==> config.mk <==
export PLATFORM = sky130hd
export DESIGN_NAME = a7_link_rx
export DESIGN_NICKNAME = d
export VERILOG_FILES = /design/src/rtl/a7_link_pkg.sv /design/src/rtl/a7_sym_deframer.sv /design/src/rtl/a7_link_rx.sv
export SDC_FILE = /design/constraint.sdc
export NUM_CORES = 1
export LEC_CHECK = 0
export BUFFER_PORTS_ARGS = -buffer_cell sky130_fd_sc_hd__buf_2
export CAP_MARGIN = 20
export CORE_MARGIN = 8
export CORE_UTILIZATION = 56
export CTS_CLUSTER_SIZE = 40
export DETAILED_ROUTE_END_ITERATION = 10
export PLACE_DENSITY_LB_ADDON = 0.08
export SLEW_MARGIN = 5
export SYNTH_ARGS = -nofsm -noshare
export SYNTH_HDL_FRONTEND = slang
export SYNTH_SLANG_ARGS = --single-unit
==> constraint.sdc <==
create_clock -name clk -period 2.1 [get_ports clk]
set_input_delay 0.105 -clock clk [delete_from_list [all_inputs] [get_ports clk]]
set_output_delay 0.105 -clock clk [all_outputs]
set_load 0.05 [all_outputs]
==> src/rtl/a7_link_pkg.sv <==
// a7_link_pkg: shared constants and types for the A7 serial link receiver.
//   SYM_BITS          wire bits per symbol (marker + flag + 8 data + 2 stop)
//   STOP_PATTERN      required value of the two stop bits
//   STATUS_LSB        bit offset of the status byte within a response word
//   RDDATA_LSB        bit offset of the 16-bit read data within a response word
//   deframe_state_t   deframer FSM states
//   sym_frame_t       the 11 post-marker bits of one symbol, as captured
package a7_link_pkg;

  localparam int unsigned SYM_BITS         = 12;
  localparam int unsigned POST_MARKER_BITS = SYM_BITS - 1;
  localparam logic [1:0]  STOP_PATTERN     = 2'b00;
  localparam int unsigned STATUS_LSB       = 0;
  localparam int unsigned RDDATA_LSB       = 8;

  typedef enum logic [1:0] {
    HUNT,
    SHIFT,
    CHECK
  } deframe_state_t;

  typedef struct packed {
    logic       flag;
    logic [7:0] data;
    logic [1:0] stop;
  } sym_frame_t;

endpackage

==> src/rtl/a7_sym_deframer.sv <==
// a7_sym_deframer: registers the serial line, hunts for the '1' marker,
// shifts in the 11 post-marker bits and validates the stop bits.
//   clk, reset   fabric clock, synchronous active-high reset
//   serin        serial line, idle low
//   sym_valid    one-cycle pulse per well-framed symbol
//   sym_flag     cmd flag of the symbol (valid with sym_valid)
//   sym_data     data byte of the symbol (valid with sym_valid)
//   bytes_seen   well-framed symbol count, wraps
//   frame_errs   bad-stop-bit symbol count, wraps
module a7_sym_deframer
  import a7_link_pkg::*;
#(
  parameter int unsigned CNT_W = 16
) (
  input  logic             clk,
  input  logic             reset,
  input  logic             serin,
  output logic             sym_valid,
  output logic             sym_flag,
  output logic [7:0]       sym_data,
  output logic [CNT_W-1:0] bytes_seen,
  output logic [CNT_W-1:0] frame_errs
);

  localparam logic [3:0] LAST_BIT = 4'(POST_MARKER_BITS - 1);

  logic           s;
  deframe_state_t state;
  logic [3:0]     bitcnt;
  logic [9:0]     shreg;
  sym_frame_t     frame;

  // Frame as it will look once the current sample is shifted in.
  always_comb begin
    frame = sym_frame_t'({shreg, s});
  end

  // The stop check is evaluated while the last bit is being captured so the
  // registered sym_valid is high during the CHECK cycle itself; CHECK then
  // only decides whether the sample it sees is the next symbol's marker.
  always_ff @(posedge clk) begin
    if (reset) begin
      s          <= 1'b0;
      state      <= HUNT;
      bitcnt     <= '0;
      shreg      <= '0;
      sym_valid  <= 1'b0;
      sym_flag   <= 1'b0;
      sym_data   <= '0;
      bytes_seen <= '0;
      frame_errs <= '0;
    end else begin
      s         <= serin;
      sym_valid <= 1'b0;
      case (state)
        HUNT: begin
          if (s) begin
            state  <= SHIFT;
            bitcnt <= '0;
          end
        end
        SHIFT: begin
          shreg  <= {shreg[8:0], s};
          bitcnt <= bitcnt + 4'd1;
          if (bitcnt == LAST_BIT) begin
            state <= CHECK;
            if (frame.stop == STOP_PATTERN) begin
              sym_valid  <= 1'b1;
              sym_flag   <= frame.flag;
              sym_data   <= frame.data;
              bytes_seen <= bytes_seen + CNT_W'(1);
            end else begin
              frame_errs <= frame_errs + CNT_W'(1);
            end
          end
        end
        CHECK: begin
          // A marker arriving straight after the stop bits is taken here,
          // exactly as HUNT would have taken it.
          if (s) begin
            state  <= SHIFT;
            bitcnt <= '0;
          end else begin
            state <= HUNT;
          end
        end
        default: state <= HUNT;
      endcase
    end
  end

endmodule

==> src/rtl/a7_link_rx.sv <==
// a7_link_rx: receive side of the serial bus link. Deframes symbols, builds
// the 40-bit response word, latches it on the flagged (end-of-command)
// symbol and tracks request pending / timeout state.
//   clk, reset    fabric clock, synchronous active-high reset
//   serin         serial line from the remote bus FSM
//   req_start     one-cycle pulse when a remote access is launched
//   sym_valid     one-cycle pulse per well-framed symbol
//   sym_flag      cmd flag of that symbol
//   sym_data      data byte of that symbol
//   resp_valid    one-cycle pulse when last_word is updated
//   last_word     latest response: [7:0] status, [23:8] read data
//   resp_pending  high from req_start until resp_valid or timeout
//   resp_timeout  sticky timeout flag, cleared by req_start
//   bytes_seen    well-framed symbol count
//   frame_errs    bad-stop-bit symbol count
module a7_link_rx
  import a7_link_pkg::*;
#(
  parameter int unsigned TIMEOUT_CYC = 4096,
  parameter int unsigned CNT_W       = 16
) (
  input  logic             clk,
  input  logic             reset,
  input  logic             serin,
  input  logic             req_start,
  output logic             sym_valid,
  output logic             sym_flag,
  output logic [7:0]       sym_data,
  output logic             resp_valid,
  output logic [39:0]      last_word,
  output logic             resp_pending,
  output logic             resp_timeout,
  output logic [CNT_W-1:0] bytes_seen,
  output logic [CNT_W-1:0] frame_errs
);

  localparam int unsigned      TMR_W    = (TIMEOUT_CYC > 2) ? $clog2(TIMEOUT_CYC) : 1;
  localparam logic [TMR_W-1:0] TMR_LAST = TMR_W'(TIMEOUT_CYC - 1);

  // Only the newest four bytes can reach last_word, so older ones are not kept.
  logic [31:0]      acc;
  logic [TMR_W-1:0] timer;
  logic             flagged;

  a7_sym_deframer #(
    .CNT_W(CNT_W)
  ) u_deframer (
    .clk        (clk),
    .reset      (reset),
    .serin      (serin),
    .sym_valid  (sym_valid),
    .sym_flag   (sym_flag),
    .sym_data   (sym_data),
    .bytes_seen (bytes_seen),
    .frame_errs (frame_errs)
  );

  assign flagged = sym_valid & sym_flag;

  always_ff @(posedge clk) begin
    if (reset) begin
      acc          <= '0;
      last_word    <= '0;
      resp_valid   <= 1'b0;
      resp_pending <= 1'b0;
      resp_timeout <= 1'b0;
      timer        <= '0;
    end else begin
      resp_valid <= 1'b0;
      if (req_start) begin
        // A new request discards anything in flight, including a flagged
        // symbol landing on this very cycle.
        acc          <= '0;
        last_word    <= '0;
        resp_pending <= 1'b1;
        resp_timeout <= 1'b0;
        timer        <= '0;
      end else begin
        if (sym_valid) begin
          if (sym_flag) begin
            last_word    <= {acc, sym_data};
            acc          <= '0;
            resp_valid   <= 1'b1;
            resp_pending <= 1'b0;
          end else begin
            acc <= {acc[23:0], sym_data};
          end
        end
        // A response arriving on the expiry cycle beats the timeout.
        if (resp_pending && !flagged) begin
          timer <= timer + TMR_W'(1);
          if (timer == TMR_LAST) begin
            resp_timeout <= 1'b1;
            resp_pending <= 1'b0;
          end
        end
      end
    end
  end

endmodule

==> impl_metrics.csv, run 1 <==
group,metric,value,unit
logic_synthesis,asyncSetResetFlopFracSynth,0,
placement,post-place-ws,0.231,ns
sta,post-route-min-period,1.87,ns
global_route,antenna_found_initial,0,
floorplan,placementRows,37,
global_route,grt_max_degree,73,
floorplan,design.die.area,0.0141,mm²
placement,cell_total_after_placement,899,
sta,post-route-worst-setup-slack,0.231,ns
floorplan,core_region_area,0.0103,mm²
worst_setup_path,worst_setup_path_end_kind,"flip-flop",
clock_network,clk_root_buffer_cell,"clkbuf_8",
pwr,static-leakage-power,2.58,nW
clock_network,ctsLongestPathBuffers,2,
final_layout,layoutNonFillerInstCount,931,
global_route,grt_pass1_vias,4805,
clock_network,clock_insertion_delay_at_the_later_pin_of_the_skew_report,0.51,ns
final_layout,final_core_util,0.680,
global_route,grt_first_pass_wirelength,22.1,mm
routing,drc,0,
sta,max_slew_margin,0.544,
floorplan,width_of_the_chip,119,µm
routing,vias_per_cell,5.40,
routing,post_drt_wl_per_cell,14.0,µm
routing,route.antenna.remaining_nets,0,
sta,hold_violations,0,
placement,gp_congestion,0.842,
routing,wirelength,13.0,mm
worst_setup_path,crit_chain,"ha_1 -> nor4bb_1 -> nand4_1 -> or3_1 -> a21oi_1",
routing,first_pass_iters,4,
logic_synthesis,synth_seq_cells,146,
worst_setup_path,timing.critical_path.slowest_stage_cell,"dfxtp_1",
clock_network,setup_buffers_after_cts,0,
global_route,grt-ovfl-total,0,
logic_synthesis,post_syn_nets,719,
floorplan,die-height,119,µm
min_path,hp-class,"input pin to flip-flop",
worst_setup_path,timing.critical_path.arrival,2.30,ns
clock_network,clk_transition_reported_paths,0.06,ns
sta,tightest_slew,0.685,ns
logic_synthesis,synth_cells,710,
pwr,power.ir.vdd_worst,0.470,mV
sta,final-max-slew-violation-count,0,
sta,setup_failing_eps_final,0,
final_layout,n_antenna_cell,0,
worst_setup_path,worstPathRequired,2.54,ns
global_route,global_route.usage.total,0.186,
run,max_cap_viol_count,0,
clock_network,cts_inserted_buffers,17,
sta,rsz0062_at_grt,"false",
sta,layout_worst_path_cycle_share,0.890,
worst_setup_path,path_max_fanout,6,
worst_setup_path,cpPeakStageDelay,0.41,ns
routing,initialDrtViolationCount,324,
logic_synthesis,post_synth_instance_area,0.00589,mm²
routing,via_count,5031,
worst_setup_path,start_kind,"flip-flop",
logic_synthesis,yosysSeqAreaShare,0.496,
clock_network,cts_hold_buffers,2,
logic_synthesis,synth-warning-count,0,
final_layout,filler_cell_count,885,
sta,max_freq,0.535,GHz
final_layout,most_frequent_cells_in_the_layout,"141 x dfxtp_1, 138 x nand2_1, 119 x a21oi_1, 88 x buf_2, 42 x nor2_1",
clock_network,htree_num_levels,4,
final_layout,area_growth,18.5,%
logic_synthesis,number_of_library_cell_types_mapped_by_synthesis,43,
sta,fin_worst_skew,0.00666,ns
placement,post-dp-hpwl,8.74,mm
clock_network,cts-resized-gates,0,
final_layout,post_route_cells_drive_above_1_share,0.187,
logic_synthesis,synth_ff_type,"dfxtp_1",
pwr,power_per_cell_area,804,mW/mm²
floorplan,starting_density_of_the_core,0.574,
worst_setup_path,timing_worst_setup_path_type,"flip-flop to flip-flop",
outcome,outcome,"finished clean",
final_layout,layout.cells.most_common,"dfxtp_1",
floorplan,num_io_pins,89,
clock_network,clkSinkCount,146,
final_layout,nets,793,
logic_synthesis,count_of_flip_flops_with_a_built_in_enable_after_synthesis,0,
logic_synthesis,avgSynthCellArea,8.30,µm²
sta,setup_total_negative_slack,0,ns
placement,place.port_buffers,88,
clock_network,clock_tree_from_tritoncts,"done",
## where the power goes
group	total, W	switching, W	internal [W]	leakage [nW]
clock	0.00271	0.00104	0.00167	0.270
sequential	0.00279	0.00000844	0.00278	1.18
combinational	0.000119	0.0000863	0.0000324	1.13
total	0.00562	0.00114	0.00448	2.58
## per-layer routing
layer	vias to the layer above	wire length (µm)	share of wire	GRT usage
met2	94	6440	0.49	0.316
met4	0	143	0.011	0.0696
li1	2561	-	-	-
met5	-	0	0	0
met3	14	617	0.047	0.0604
met1	2362	5830	0.45	0.214
## registers in the layout, summed over array words and instances (netlist names)
signal and cells:
resp_pending 1, u_deframer.state 2, u_deframer.frame_errs 16, u_deframer.sym_data 8
u_deframer.bytes_seen 16, last_word 40, timer 12, u_deframer.s 1
u_deframer.sym_valid 1, resp_timeout 1, resp_valid 1, u_deframer.bitcnt 4
acc 32, u_deframer.sym_flag 1, u_deframer.shreg 10
## worst paths after layout
| kind | from | end | slack [ns] | cells past startpoint |
|---|---|---|---|---|
| max | u_deframer.bytes_seen[0]$_SDFFE_PP0P_ | u_deframer.bytes_seen[10]$_SDFFE_PP0P_ | 0.23 | 5 |
| min | reset | last_word[36]$_SDFFE_PP0P_ | 0.15 | 3 |
| max reg2reg | u_deframer.bytes_seen[0]$_SDFFE_PP0P_ | u_deframer.bytes_seen[10]$_SDFFE_PP0P_ | 0.23 | 5 |
| min reg2reg | last_word[29]$_SDFFE_PP0P_ | last_word[29]$_SDFFE_PP0P_ | 0.45 | 2 |
## cell usage after synthesis, types with 2 or more instances
master,instances,area share
inv_1,8,0.0051
and4b_1,2,0.0034
a31o_2,6,0.0089
or2_2,2,0.0021
o21ai_0,8,0.0068
nand2_1,138,0.088
buf_2,3,0.0025
nor3b_1,3,0.0038
nor2_1,42,0.027
nor2b_1,12,0.013
nand4_1,12,0.013
or3_1,7,0.0074
nand3_1,14,0.012
xor2_1,7,0.010
and3_1,4,0.0042
clkbuf_1,43,0.027
and2_1,3,0.0032
nand2b_1,32,0.034
nand3b_1,29,0.037
o31ai_1,8,0.010
and4_1,4,0.0059
mux2_2,3,0.0057
or4_1,10,0.013
nor4_1,5,0.0053
mux2i_1,2,0.0034
xnor2_1,11,0.016
ha_1,5,0.011
nor3_1,7,0.0059
a21oi_1,119,0.10
buf_1,3,0.0019
dfxtp_1,146,0.50
## worst max-delay path: cells and delay by family, from the launching register on
| family | cells | cell delay [ns] |
|---|---|---|
| adder cells (fa/ha/maj) | 1 | 0.20 |
| flip-flops | 1 | 0.41 |
| AO/OA/AOI/OAI | 1 | 0.15 |
| AND/OR/NAND/NOR | 3 | 1.03 |
## stage by stage
| step | power (W) | hold slack, ns | instance area [µm²] |
|---|---|---|---|
| global placement | 0.00296 | 0.318 | 6430 |
| CTS | 0.00567 | 0.117 | 6980 |
| floorplan | 0.00293 | 0.233 | 5900 |
| detailed placement | 0.00296 | 0.322 | 6430 |
| finish | 0.00562 | 0.150 | 6980 |
| global route | 0.00581 | 0.140 | 6980 |
## logic make-up after synthesis
family / after synthesis / share of synthesized area
compound gates: 147 / 0.135
xor+xnor: 18 / 0.0267
buf+inv: 57 / 0.0369
mux: 5 / 0.00913
flops: 146 / 0.496
simple gates: 332 / 0.286
fa+ha+maj: 5 / 0.0106
## final cells by class
class / instances / area (µm²) / area share
flip-flops and latches: 146 / 2930 / 0.419
multi-input cells: 507 / 2750 / 0.394
repair buffers: 104 / 566 / 0.0810
clock buffers: 24 / 480 / 0.0688
well taps: 136 / 170 / 0.0244
clock inverters: 6 / 55.1 / 0.00788
inverters: 8 / 30.0 / 0.00430
Note: power is estimated with default switching activity, not from simulation.
==> run 2: changes to the inputs <==
==> constraint.sdc (replaced) <==
create_clock -name clk -period 2 [get_ports clk]
set_input_delay 0.1 -clock clk [delete_from_list [all_inputs] [get_ports clk]]
set_output_delay 0.1 -clock clk [all_outputs]
set_load 0.05 [all_outputs]
==> run 2 against run 1 <==
  * Flip-flop and latch count unchanged
  * Fmax up 0.26%
  * Clock power up 12%
  * Total power up 8.3%
  * Core utilization up 0.54 points
  * Register-to-register slack worse by 0.095 ns
  * Via count up 1.0%
  * Critical path depth unchanged
  * Non-clock buffer count up 2
  * Hold slack better by 0.18 ns
  * Sequential share of layout area down 0.29 points
  * Global-route usage up 0.24 points
  * Critical endpoint is now u_deframer.frame_errs[14]$_SDFFE_PP0P_
==> impl_metrics.csv, run 2 (synthesized netlist as in run 1, its figures left out) <==
group,metric,value,unit
outcome,outcome,"finished clean",
global_route,grt-ovfl-total,0,
sta,tightest_slew,0.823,ns
floorplan,starting_density_of_the_core,0.574,
sta,setup_failing_eps_final,0,
worst_setup_path,worstPathRequired,2.45,ns
placement,post-dp-hpwl,8.75,mm
placement,place.port_buffers,88,
global_route,grt_pass1_vias,4850,
routing,drc,0,
final_layout,top_regs,"last_word (40), acc (32)",
global_route,grt_max_degree,86,
final_layout,nets,795,
floorplan,die-height,119,µm
worst_setup_path,timing_worst_setup_path_type,"flip-flop to flip-flop",
sta,max_freq,0.536,GHz
sta,setup_total_negative_slack,0,ns
routing,vias_per_cell,5.44,
clock_network,clk_transition_reported_paths,0.06,ns
pwr,static-leakage-power,2.59,nW
routing,via_count,5082,
floorplan,design.die.area,0.0141,mm²
worst_setup_path,timing.critical_path.arrival,2.31,ns
routing,initialDrtViolationCount,317,
final_layout,area_growth,19.4,%
clock_network,cts_inserted_buffers,17,
final_layout,seqCellArea,0.00293,mm²
worst_setup_path,worst_setup_path_end_kind,"flip-flop",
final_layout,post_route_cells_drive_above_1_share,0.193,
placement,gp_congestion,0.875,
run,max_cap_viol_count,0,
routing,post_drt_wl_per_cell,14.2,µm
floorplan,width_of_the_chip,119,µm
sta,hold_violations,0,
final_layout,register_ranked_first_by_flip_flop_count,"last_word",
global_route,antenna_found_initial,0,
placement,cell_total_after_placement,900,
worst_setup_path,start_kind,"flip-flop",
routing,wirelength,13.3,mm
clock_network,clock_tree_from_tritoncts,"done",
final_layout,largest_register_ffs,40,
routing,route.antenna.remaining_nets,0,
final_layout,filler_cell_count,862,
min_path,hp-class,"input pin to flip-flop",
sta,final-max-slew-violation-count,0,
final_layout,layoutNonFillerInstCount,934,
clock_network,clkSinkCount,146,
final_layout,final_core_util,0.685,
clock_network,ctsLongestPathBuffers,2,
pwr,power.ir.vdd_worst,0.420,mV
sta,layout_worst_path_cycle_share,0.932,
global_route,global_route.usage.total,0.189,
floorplan,core_region_area,0.0103,mm²
final_layout,n_antenna_cell,0,
sta,post-route-min-period,1.86,ns
final_layout,area_used_by_multi_input_combinational_logic,0.00276,mm²
clock_network,clk_root_buffer_cell,"clkbuf_8",
floorplan,num_io_pins,89,
routing,first_pass_iters,5,
final_layout,layout.cells.most_common,"dfxtp_1",
clock_network,clock_insertion_delay_at_the_later_pin_of_the_skew_report,0.53,ns
sta,rsz0062_at_grt,"false",
global_route,grt_first_pass_wirelength,22.5,mm
floorplan,placementRows,37,
sta,max_slew_margin,0.451,
pwr,power_per_cell_area,865,mW/mm²
final_layout,most_frequent_cells_in_the_layout,"139 x dfxtp_1, 138 x nand2_1, 119 x a21oi_1, 88 x buf_2, 42 x nor2_1",
clock_network,htree_num_levels,4,
worst_setup_path,path_max_fanout,7,
sta,fin_worst_skew,0.00767,ns
-- run 2: path summary, 6_finish.rpt --
check,startpoint,endpoint,slack (ns),cells after the start
setup / recovery,u_deframer.frame_errs[0]$_SDFFE_PP0P_,u_deframer.frame_errs[14]$_SDFFE_PP0P_,0.14,5
setup reg to reg,u_deframer.frame_errs[0]$_SDFFE_PP0P_,u_deframer.frame_errs[14]$_SDFFE_PP0P_,0.14,5
hold / removal,serin,u_deframer.s$_SDFF_PP0_,0.33,3
hold reg to reg,last_word[38]$_SDFFE_PP0P_,last_word[38]$_SDFFE_PP0P_,0.45,2
-- run 2: per-stage QoR --
step           setup WS (ns)  hold slack (ns)  instance area [µm²]  power [W]
3_3_place_gp           0.210            0.313                 6440    0.00311
5_1_grt               0.0377            0.354                 7040    0.00627
4_1_cts               0.0937            0.314                 7030    0.00613
2_1_floorplan         0.0151            0.228                 5900    0.00308
6_report               0.136            0.327                 7040    0.00609
3_5_place_dp           0.137            0.330                 6440    0.00311
-- run 2: area by class of cell --
class                      count  share of cell area
sequential                   146               0.416
clock buffer                  20              0.0604
inverter                       8             0.00427
multi-input combinational    507               0.392
timing repair buffer         106              0.0828
tap                          136              0.0242
clock inverter                11              0.0197
-- run 2: timing repair --
| action | CTS | global route |
|---|---|---|
| hold buffers | 3 | 0 |
| setup buffers | 0 | 0 |
| hold endpoints to repair | 3 | 0 |
| setup endpoints to repair | 0 | 2 |
| resized for setup | 0 | 1 |
-- run 2: where the power goes --
group          total, W  internal, W  switching [W]
clock           0.00303      0.00188        0.00115
combinational  0.000126    0.0000355      0.0000901
sequential      0.00293      0.00292      0.0000104
-- run 2: worst max-delay path: stages, from the launching register on --
cell	delay, ns
dfxtp_2	0.38
ha_1	0.25
nand2_1	0.07
or3_1	0.43
or4_1	0.49
a21oi_1	0.16
-- run 2: metal layers --
| layer | up-vias | wire length, µm | GRT usage |
|---|---|---|---|
| met2 | 112 | 6530 | 0.323 |
| met3 | 26 | 715 | 0.0533 |
| met1 | 2374 | 5720 | 0.213 |
| met5 | - | 0 | 0 |
| met4 | 0 | 286 | 0.0870 |
| li1 | 2570 | - | - |
